File: src/rtl/led_mode_ctrl.sv
// Push-button LED mode controller: synchronizes and debounces an active-low key,
// steps OFF -> ON -> SLOW -> FAST on each accepted press and drives the LED.
module led_mode_ctrl #(
  parameter int unsigned DB_CYC    = 1_000_000,
  parameter int unsigned SLOW_HALF = 25_000_000,
  parameter int unsigned FAST_HALF = 5_000_000
) (
  input  logic       clk,
  input  logic       rst_n,
  input  logic       key_in,
  output logic       led_out,
  output logic [1:0] mode,
  output logic       press_pulse
);

  // 27 bits holds any terminal count for parameters up to 2^26.
  localparam int unsigned CW = 27;

  localparam logic [CW-1:0] DB_LAST   = CW'(DB_CYC - 1);
  localparam logic [CW-1:0] SLOW_LAST = CW'(SLOW_HALF - 1);
  localparam logic [CW-1:0] FAST_LAST = CW'(FAST_HALF - 1);

  typedef enum logic [1:0] {
    MODE_OFF  = 2'b00,
    MODE_ON   = 2'b01,
    MODE_SLOW = 2'b10,
    MODE_FAST = 2'b11
  } mode_e;

  logic          sync1_q;
  logic          sync2_q;
  logic          key_stable_q;
  logic          key_stable_d;
  logic [CW-1:0] db_cnt_q;
  logic [CW-1:0] db_cnt_d;
  logic          press_pulse_q;
  logic          press_pulse_d;

  mode_e         mode_q;
  logic [CW-1:0] blk_cnt_q;
  logic          blk_ph_q;
  logic          led_q;
  logic [CW-1:0] half_last;

  // A level change is accepted on its DB_CYC-th consecutive differing cycle.
  always_comb begin
    key_stable_d  = key_stable_q;
    db_cnt_d      = '0;
    press_pulse_d = 1'b0;
    if (sync2_q != key_stable_q) begin
      if (db_cnt_q == DB_LAST) begin
        key_stable_d  = sync2_q;
        press_pulse_d = ~sync2_q;
      end else begin
        db_cnt_d = db_cnt_q + CW'(1);
      end
    end
  end

  always_ff @(posedge clk) begin
    if (!rst_n) begin
      sync1_q       <= 1'b1;
      sync2_q       <= 1'b1;
      key_stable_q  <= 1'b1;
      db_cnt_q      <= '0;
      press_pulse_q <= 1'b0;
    end else begin
      sync1_q       <= key_in;
      sync2_q       <= sync1_q;
      key_stable_q  <= key_stable_d;
      db_cnt_q      <= db_cnt_d;
      press_pulse_q <= press_pulse_d;
    end
  end

  assign half_last = (mode_q == MODE_FAST) ? FAST_LAST : SLOW_LAST;

  always_ff @(posedge clk) begin
    if (!rst_n) begin
      mode_q    <= MODE_OFF;
      blk_cnt_q <= '0;
      blk_ph_q  <= 1'b1;
      led_q     <= 1'b0;
    end else begin
      case (mode_q)
        MODE_OFF: led_q <= 1'b0;
        MODE_ON:  led_q <= 1'b1;
        default:  led_q <= blk_ph_q;
      endcase

      if (press_pulse_q) begin
        case (mode_q)
          MODE_OFF:  mode_q <= MODE_ON;
          MODE_ON:   mode_q <= MODE_SLOW;
          MODE_SLOW: mode_q <= MODE_FAST;
          default:   mode_q <= MODE_OFF;
        endcase
        // Every mode change restarts the blink lit, with no carried phase.
        blk_cnt_q <= '0;
        blk_ph_q  <= 1'b1;
      end else if (mode_q == MODE_SLOW || mode_q == MODE_FAST) begin
        if (blk_cnt_q == half_last) begin
          blk_cnt_q <= '0;
          blk_ph_q  <= ~blk_ph_q;
        end else begin
          blk_cnt_q <= blk_cnt_q + CW'(1);
        end
      end else begin
        blk_cnt_q <= '0;
        blk_ph_q  <= 1'b1;
      end
    end
  end

  assign led_out     = led_q;
  assign mode        = mode_q;
  assign press_pulse = press_pulse_q;

endmodule
File: config.mk
export PLATFORM = sky130hd
export DESIGN_NAME = led_mode_ctrl
export DESIGN_NICKNAME = d
export VERILOG_FILES = /design/src/rtl/led_mode_ctrl.sv
export SDC_FILE = /design/constraint.sdc
export NUM_CORES = 1
export LEC_CHECK = 0
export CAP_MARGIN = 20
export CORE_ASPECT_RATIO = 1.2
export CORE_MARGIN = 2
export CORE_UTILIZATION = 40
export DETAILED_ROUTE_END_ITERATION = 8
export GPL_ROUTABILITY_DRIVEN = 0
export PLACE_DENSITY = 0.58
export SYNTH_ARGS = -nofsm -noshare
export SYNTH_HDL_FRONTEND = slang
export SYNTH_SLANG_ARGS = --single-unit
File: constraint.sdc
create_clock -name clk -period 5 [get_ports clk]
set_input_delay 0.5 -clock clk [delete_from_list [all_inputs] [get_ports clk]]
set_output_delay 0.5 -clock clk [all_outputs]
set_load 0.02 [all_outputs]
==> results of run 1 <==
## worst max-delay path by stage
| stage | to | slack, ns | from |
|---|---|---|---|
| final | blk_cnt_q[26]$_SDFF_PP0_ | 2.24 | blk_cnt_q[7]$_SDFF_PP0_ |
| after global routing | blk_cnt_q[26]$_SDFF_PP0_ | 2.12 | blk_cnt_q[7]$_SDFF_PP0_ |
| after CTS | blk_cnt_q[9]$_SDFF_PP0_ | 2.24 | blk_cnt_q[7]$_SDFF_PP0_ |
| after detailed placement | blk_cnt_q[4]$_SDFF_PP0_ | 2.24 | blk_cnt_q[7]$_SDFF_PP0_ |
| after global placement | blk_cnt_q[4]$_SDFF_PP0_ | 2.26 | blk_cnt_q[7]$_SDFF_PP0_ |
| after floorplan | blk_cnt_q[12]$_SDFF_PP0_ | 2.71 | mode[1]$_SDFFE_PN0P_ |
## worst reg2reg max path: cells and delay by family (launching register included)
| family | cells | cell delay (ns) |
|---|---|---|
| DFF | 1 | 0.35 |
| buffers and inverters | 1 | 0.36 |
| and+or+nand+nor | 2 | 1.03 |
| AOI/OAI and AO/OA | 2 | 0.89 |
## registers in the layout, summed over array words and instances, names as in the netlist
| signal | flops |
|---|---|
| blk_cnt_q | 27 |
| db_cnt_q | 27 |
| mode | 2 |
| blk_ph_q | 1 |
| key_stable_q | 1 |
| led_out | 1 |
| press_pulse | 1 |
| sync1_q | 1 |
| sync2_q | 1 |
## cell usage in the layout (no fill, tap or decap), drive strengths merged, types with 6 or more instances in the layout
| cell | instances |
|---|---|
| clkbuf | 10 |
| nor3 | 14 |
| o21ai | 16 |
| xnor2 | 8 |
| o31ai | 9 |
| or3 | 15 |
| nor2 | 22 |
| nand4 | 19 |
| inv | 11 |
| nand3 | 23 |
| nand2 | 16 |
| and4 | 8 |
| a211oi | 14 |
| clkdlybuf4s50 | 6 |
| and3 | 11 |
| a21oi | 13 |
| xor2 | 18 |
| or4 | 12 |
| dfxtp | 62 |
## cells by family after synthesis
group | count (synthesis)
AND/OR/NAND/NOR | 166
flip-flops | 62
AO/OA/AOI/OAI | 59
XOR/XNOR | 26
buffers and inverters | 25
adder cells (fa/ha/maj) | 5
multiplexers | 3
## metal layers
layer  GRT usage, %  routed length, um  up-vias  part of all wire (%)
met5              0                  0        -                     0
met2           29.8               3340       16                    50
met3           3.70                127       10                   1.9
met4           7.69                128        0                   1.9
li1               -                  -     1314                     -
met1           19.9               3090     1239                    46
## power groups by stage
stage,clock (uW),combinational [uW],sequential [uW]
6_report,452,6.21,495
5_1_grt,480,6.81,495
4_1_cts,459,6.24,495
3_5_place_dp,0,6.25,506
3_3_place_gp,0,6.07,506
2_1_floorplan,0,3.65,506
## final cells by class
type | count | area (sq um)
Clock buffer | 10 | 128
Clock inverter | 6 | 70.1
Fill cell | 728 | 4180
Inverter | 9 | 33.8
Multi-Input combinational cell | 259 | 1720
Sequential cell | 62 | 1240
Tap cell | 92 | 115
Timing Repair Buffer | 10 | 90.1
## through the flow
| step | power [uW] | setup slack (ns) | util, % | hold slack (ns) | std cells |
|---|---|---|---|---|---|
| 6_report | 953 | 2.24 | 44.9 | 0.414 | 448 |
| 4_1_cts | 960 | 2.24 | 44.8 | 0.418 | 447 |
| 3_3_place_gp | 512 | 2.26 | 42.2 | 0.388 | 431 |
| 3_5_place_dp | 513 | 2.24 | 42.2 | 0.398 | 431 |
| 5_1_grt | 981 | 2.12 | 44.9 | 0.441 | 448 |
| 2_1_floorplan | 510 | 2.71 | - | 0.386 | 346 |
==> results.yml, run 1 <==
routing:
  first_iter_violations: 101
  wire_per_inst_um: 14.9
  vias: 2579
  firstDrtPassIters: 4
  drcViolationCount: 0
  wl_mm: 6.69
  via_per_inst: 5.76
  ant_nets: 0
yosys:
  ys_ff_latch: 62
  synth-simple-area-share_pct: 32.7
  yosys-mux-area-fraction_pct: 0.975
  syn_inst: 346
  yosysTopAreaCell: "dfxtp_1"
  synth_top_area_share_pct: 40.3
  synthTopCellsByArea: "dfxtp_1 40%, xor2_1 5.1%, nand4_1 3.9%, nand3_1 3.7%, a211oi_1 3.4%"
  synth_fa_ha_area_share_pct: 2.03
  yosysWarnings: 0
  synth_top_family_by_area: "simple AND/OR/NAND/NOR gates"
  ys_async_sr_fraction_pct: 0
  synth_compound_area_share_pct: 12.8
  synth_area_sq_um: 3080
  ys.flop_type: "dfxtp_1"
  synth_xor_area_share_pct: 7.40
  syn_nets: 354
  synth_most_common_cell: "dfxtp_1"
  synth-edff-count: 0
  avgSynthCellArea_sq_um: 8.90
  synthTopCellsByCount: "62 x dfxtp_1, 23 x nand3_1, 22 x nor2_1, 19 x nand4_1, 18 x xor2_1"
  synth-seq-area-share_pct: 40.3
  ys_types: 45
place:
  dpl.hpwl_mm: 4.63
  place_area_sq_um: 3190
  numPortBuffers: 6
clock_network:
  cts_tree: "built"
  cts.sinks: 62
  clk_pin_slew_ns: 0.07
  clk_path_buf_depth: 2
  cts_buffers: 9
  cts_resized: 0
  ctsRootBufferMaster: "clkbuf_8"
  clock_latency_ns: 0.35
  hold_buffers: 0
  cts_setup_buffers: 0
  cts_max_level: 3
worst_setup_path:
  critical_path.top_delay_family: "simple AND/OR/NAND/NOR gates"
  cp_max_fo: 14
  required_ns: 5.22
  arrival_ns: 2.98
  max_stage_delay_ns: 0.82
  rr_startpoint: "blk_cnt_q[7]$_SDFF_PP0_"
  r2r_slack_ns: 2.24
  path_class: "register to register"
  worst_path_max_delay_cell: "a2111oi_4"
  reg2regPathDepth: 5
  critical_path_depth: 5
  reg2reg_to: "blk_cnt_q[26]$_SDFF_PP0_"
  cp_cell_sequence: "or4b_1, or4b_4, a2111oi_4, buf_4, a211oi_1"
  crit_path_start_kind: "register"
  end_kind: "register"
  crit_buf_inv: 1
die:
  core_area_sq_um: 7580
  start_util_pct: 40.6
  die_height_um: 100
  die_x_um: 84.1
  num_rows: 35
  pin_count: 7
  die-area_sq_um: 8420
power_and_ir_drop:
  p_sw_share_pct: 23.3
  internal_power_uw: 731
  pwr-share-clk_pct: 47.4
  powerDensity_nw_per_um2: 280
  seqPwrFrac_pct: 51.9
  net-switching-power_uw: 222
  vdd_drop_max_mv: 0.166
  combinationalPowerShare_pct: 0.7
  p_leak_uw: 0.000986
final_layout:
  stdcell_area_sq_um: 3400
  antennaDiodeCount: 0
  fin_nets: 359
  drive_gt1_share_pct: 8.71
  synthToLayoutAreaGrowth_pct: 10.4
min_path:
  hold_class: "register to register"
  hold_end: "sync2_q$_SDFF_PN1_"
  min_from: "sync1_q$_SDFF_PN1_"
  whs_path_depth: 1
status:
  status: "complete, no violations"
global_route:
  grt_antenna_before_repair: 0
  grtUsageTotal_pct: 17.0
  grt_pass1_wl_mm: 11.6
  first_global_vias: 2498
  grt.overflow.total: 0
  grt_max_degree: 27
timing:
  slew-limit-headroom_pct: 41.6
  clock.fmax_mhz: 362
  tightestPinTransition_ns: 0.877
  min_period_ns: 2.76
  finalHoldViolCount: 0
  rsz0062_at_grt: "false"
  setup_tns_ns: 0
  drv_slew: 0
  period_share_pct: 55.2
  fin_skew_ns: 0.00797
  setup_viol_count_final: 0
job:
  maxCapViolations: 0
(Power assumes the default switching activity.)
==> inputs of run 2 (changes only) <==
- clock period: 5 -> 2.7 ns (I/O delays scaled with it)
==> results.yml, run 2 (same netlist as run 1, synthesis figures left out) <==
status:
  status: "complete, no violations"
worst_setup_path:
  cp_max_fo: 16
  reg2regPathDepth: 5
  arrival_ns: 2.44
  required_ns: 2.92
  crit_path_start_kind: "register"
  path_class: "register to register"
  end_kind: "register"
routing:
  firstDrtPassIters: 4
  first_iter_violations: 139
  drcViolationCount: 0
  ant_nets: 0
  wire_per_inst_um: 14.5
  vias: 2562
  wl_mm: 6.51
  via_per_inst: 5.72
timing:
  setup_tns_ns: 0
  tightestPinTransition_ns: 0.579
  period_share_pct: 82.6
  setup_viol_count_final: 0
  slew-limit-headroom_pct: 60.4
  finalHoldViolCount: 0
  fin_skew_ns: 0.00654
  clock.fmax_mhz: 449
  min_period_ns: 2.23
  rsz0062_at_grt: "false"
  drv_slew: 0
global_route:
  grt_antenna_before_repair: 0
  grt.overflow.total: 0
  first_global_vias: 2409
  grt_max_degree: 30
  grtUsageTotal_pct: 16.4
  grt_pass1_wl_mm: 11.1
power_and_ir_drop:
  powerDensity_nw_per_um2: 483
  combinationalPowerShare_pct: 0.7
  pwr-share-clk_pct: 43.1
  power.total_uw: 1630
  vdd_drop_max_mv: 0.279
  p_sw_share_pct: 22.5
  seqPwrFrac_pct: 56.2
  net-switching-power_uw: 367
  internal_power_uw: 1270
  p_leak_uw: 0.000986
place:
  dpl.hpwl_mm: 4.52
  dp.cells: 434
  numPortBuffers: 6
final_layout:
  drive_gt1_share_pct: 8.99
  fillCellCount: 742
  antennaDiodeCount: 0
  final_common_cell: "dfxtp_1"
  final_cell_mix: "62 x dfxtp_1, 23 x nand3_1, 22 x nor2_1"
  synthToLayoutAreaGrowth_pct: 9.75
  stdcell_count: 448
  fin_nets: 361
clock_network:
  cts_buffers: 9
  clk_pin_slew_ns: 0.07
  clock_latency_ns: 0.34
  clk_path_buf_depth: 2
  ctsRootBufferMaster: "clkbuf_8"
  cts_setup_buffers: 0
  cts_max_level: 3
  cts_resized: 0
  hold_buffers: 0
  cts.sinks: 62
  cts_tree: "built"
min_path:
  whs_path_depth: 1
  hold_class: "register to register"
die:
  num_rows: 35
  pin_count: 7
  start_util_pct: 40.6
  die-area_sq_um: 8420
  die_x_um: 84.1
  die_height_um: 100
  core_area_sq_um: 7580
job:
  maxCapViolations: 0
[run 2: cell count changes in the layout (fill, tap and decap cells not counted), sizes merged]
cell      change
clkinvlp      -1
inv           -2
bufinv        -1
buf           +2
clkinv        +2
[run 2: metal layers]
layer | vias up | GRT usage [%] | share of wire [%]
met2 | 29 | 28.1 | 50
met3 | 17 | 3.04 | 2.3
met4 | 0 | 10.2 | 2.5
li1 | 1312 | - | -
met1 | 1204 | 18.9 | 45
met5 | - | 0 | 0
[run 2: per-stage QoR]
step           util [%]  instance area, sq um  worst slack (ns)  hold WS (ns)
3_5_place_dp       42.5                  3220             0.439         0.395
4_1_cts            44.6                  3380             0.406         0.416
2_1_floorplan         -                  3080             0.411         0.371
5_1_grt            44.6                  3380             0.349         0.440
6_report           44.6                  3380             0.471         0.410
3_3_place_gp       42.5                  3220             0.466         0.393
[run 2: power groups by stage]
stage          clock (uW)  combinational [uW]  sequential [uW]
2_1_floorplan           0                6.76              938
3_3_place_gp            0                11.2              938
3_5_place_dp            0                11.6              938
4_1_cts               732                11.6              917
5_1_grt               766                12.4              917
6_report              704                11.3              917
[run 2: path summary, 6_finish.rpt]
path	start	to	slack (ns)
worst max-delay path	blk_cnt_q[7]$_SDFF_PP0_	blk_cnt_q[5]$_SDFF_PP0_	0.47
worst min-delay path	sync1_q$_SDFF_PN1_	sync2_q$_SDFF_PN1_	0.41
worst max register to register	blk_cnt_q[7]$_SDFF_PP0_	blk_cnt_q[5]$_SDFF_PP0_	0.47
worst min register to register	sync1_q$_SDFF_PN1_	sync2_q$_SDFF_PN1_	0.41
[run 2: critical path: stages (launching register included)]
cell and delay [ns]:
dfxtp_1 0.34, or4b_1 0.54, or4b_4 0.51, a2111oi_4 0.35
buf_4 0.29, nor3_1 0.08
[run 2: area by class of cell]
class	instances	area (sq um)	area share [%]
multi-input cells	259	1720	50.9
clock inverters	4	25.0	0.740
well taps	92	115	3.41
inverters	9	33.8	1.00
repair buffers	12	105	3.11
clock buffers	10	138	4.07
flip-flops and latches	62	1240	36.7
==> inputs of run 3 (changes only) <==
- clock period: 2.7 -> 2.3 ns (I/O delays scaled with it)
==> results.yml, run 3 (same netlist as run 1, synthesis figures left out) <==
power_and_ir_drop:
  powerDensity_nw_per_um2: 580
  vdd_drop_max_mv: 0.327
  p_leak_uw: 0.00106
place:
  dp.cells: 444
  place_area_sq_um: 3290
  numPortBuffers: 6
  dpl.hpwl_mm: 4.59
job:
  maxCapViolations: 0
global_route:
  grtUsageTotal_pct: 17.0
  grt_pass1_wl_mm: 11.6
  grt_max_degree: 30
  grt_use_met2_pct: 30.1
  grt.overflow.total: 0
  met3_usage_pct: 4.44
  grtUsageMet1_pct: 19.2
  grt_antenna_before_repair: 0
  first_global_vias: 2572
  grt.busiest_layer: "met2"
final_layout:
  final_common_cell: "dfxtp_1"
  stdcell_area_sq_um: 3490
  fin_util_pct: 46.0
  synthToLayoutAreaGrowth_pct: 13.2
  drive_gt1_share_pct: 11.7
  final_cell_mix: "62 x dfxtp_1, 23 x nand3_1, 22 x nor2_1"
  stdcell_count: 459
  multiInputGateArea_sq_um: 1730
  seq_area_sq_um: 1240
  fillCellCount: 730
  antennaDiodeCount: 0
  fin_nets: 371
routing:
  firstDrtPassIters: 4
  vias: 2602
  first_iter_violations: 138
  ant_nets: 0
  drcViolationCount: 0
  via_per_inst: 5.67
  wire_per_inst_um: 14.2
  wl_mm: 6.54
timing:
  clock.fmax_mhz: 462
  drv_slew: 0
  tightestPinTransition_ns: 0.379
  period_share_pct: 94.2
  min_period_ns: 2.17
  slew-limit-headroom_pct: 74.7
  setup_viol_count_final: 0
  rsz0062_at_grt: "false"
  fin_skew_ns: 0.00466
  finalHoldViolCount: 0
worst_setup_path:
  arrival_ns: 2.38
  required_ns: 2.52
  cp_max_fo: 15
  crit_path_start_kind: "register"
  path_class: "register to register"
  startpoint: "blk_cnt_q[26]$_SDFF_PP0_"
  end_kind: "register"
  rr_startpoint: "blk_cnt_q[26]$_SDFF_PP0_"
clock_network:
  cts_setup_buffers: 0
  clk_path_buf_depth: 2
  cts_buffers: 9
  clock_latency_ns: 0.34
  clk_pin_slew_ns: 0.06
  cts_max_level: 3
  hold_buffers: 0
  cts.sinks: 62
  cts_tree: "built"
  ctsRootBufferMaster: "clkbuf_8"
  cts_resized: 1
die:
  start_util_pct: 40.6
  die_x_um: 84.1
  num_rows: 35
  die-area_sq_um: 8420
  core_area_sq_um: 7580
  die_height_um: 100
  pin_count: 7
min_path:
  hold_class: "register to register"
  min_from: "sync1_q$_SDFF_PN1_"
status:
  status: "complete, no violations"
[run 3: cell count changes in the layout (fill, tap and decap cells not counted)]
cell	change
buf_4	+10
a2111oi_0	-1
a2111oi_2	+1
bufinv_16	+1
clkbuf_1	+1
clkinvlp_4	-1
[run 3: cell type report]
cell class,count,share of cell area (%)
inverter,9,0.969
multi-input combinational,259,49.6
sequential,62,35.6
clock buffer,11,4.05
clock inverter,4,1.36
tap,92,3.30
timing repair buffer,22,5.17
[run 3: worst paths after layout]
check,depth (start not counted),slack (ns),end
setup / recovery,5,0.13,blk_cnt_q[4]$_SDFF_PP0_
hold / removal,1,0.41,sync2_q$_SDFF_PN1_
setup reg to reg,5,0.13,blk_cnt_q[4]$_SDFF_PP0_
hold reg to reg,1,0.41,sync2_q$_SDFF_PN1_
[run 3: through the flow]
step / worst slack [ns] / total power (uW) / hold slack (ns) / TNS [ns]
finish: 0.134 / 2020 / 0.409 / 0
global route: 0.0300 / 2110 / 0.461 / 0
CTS: 0.0712 / 2060 / 0.418 / 0
detailed placement: -0.00300 / 1110 / 0.396 / -0.00300
global placement: 0.0555 / 1110 / 0.387 / 0
floorplan: 0.0110 / 1110 / 0.331 / 0
[run 3: routing by layer]
metal,wire (um),vias up
met5,0,-
met4,133,0
met3,150,14
met2,3360,25
met1,2890,1222
li1,-,1341
[run 3: critical path: stages, from the launching register on]
cell       delay [ns]
dfxtp_1          0.33
or4b_1           0.50
or4b_4           0.51
a2111oi_4        0.34
buf_4            0.28
nor3_1           0.08
[run 3: report_power, final]
part	leakage [uW]	total (uW)	internal [uW]	switching, uW
clock network	0.0000952	931	520	411
registers	0.000500	1080	1080	1.18
logic	0.000461	13.1	5.92	7.22
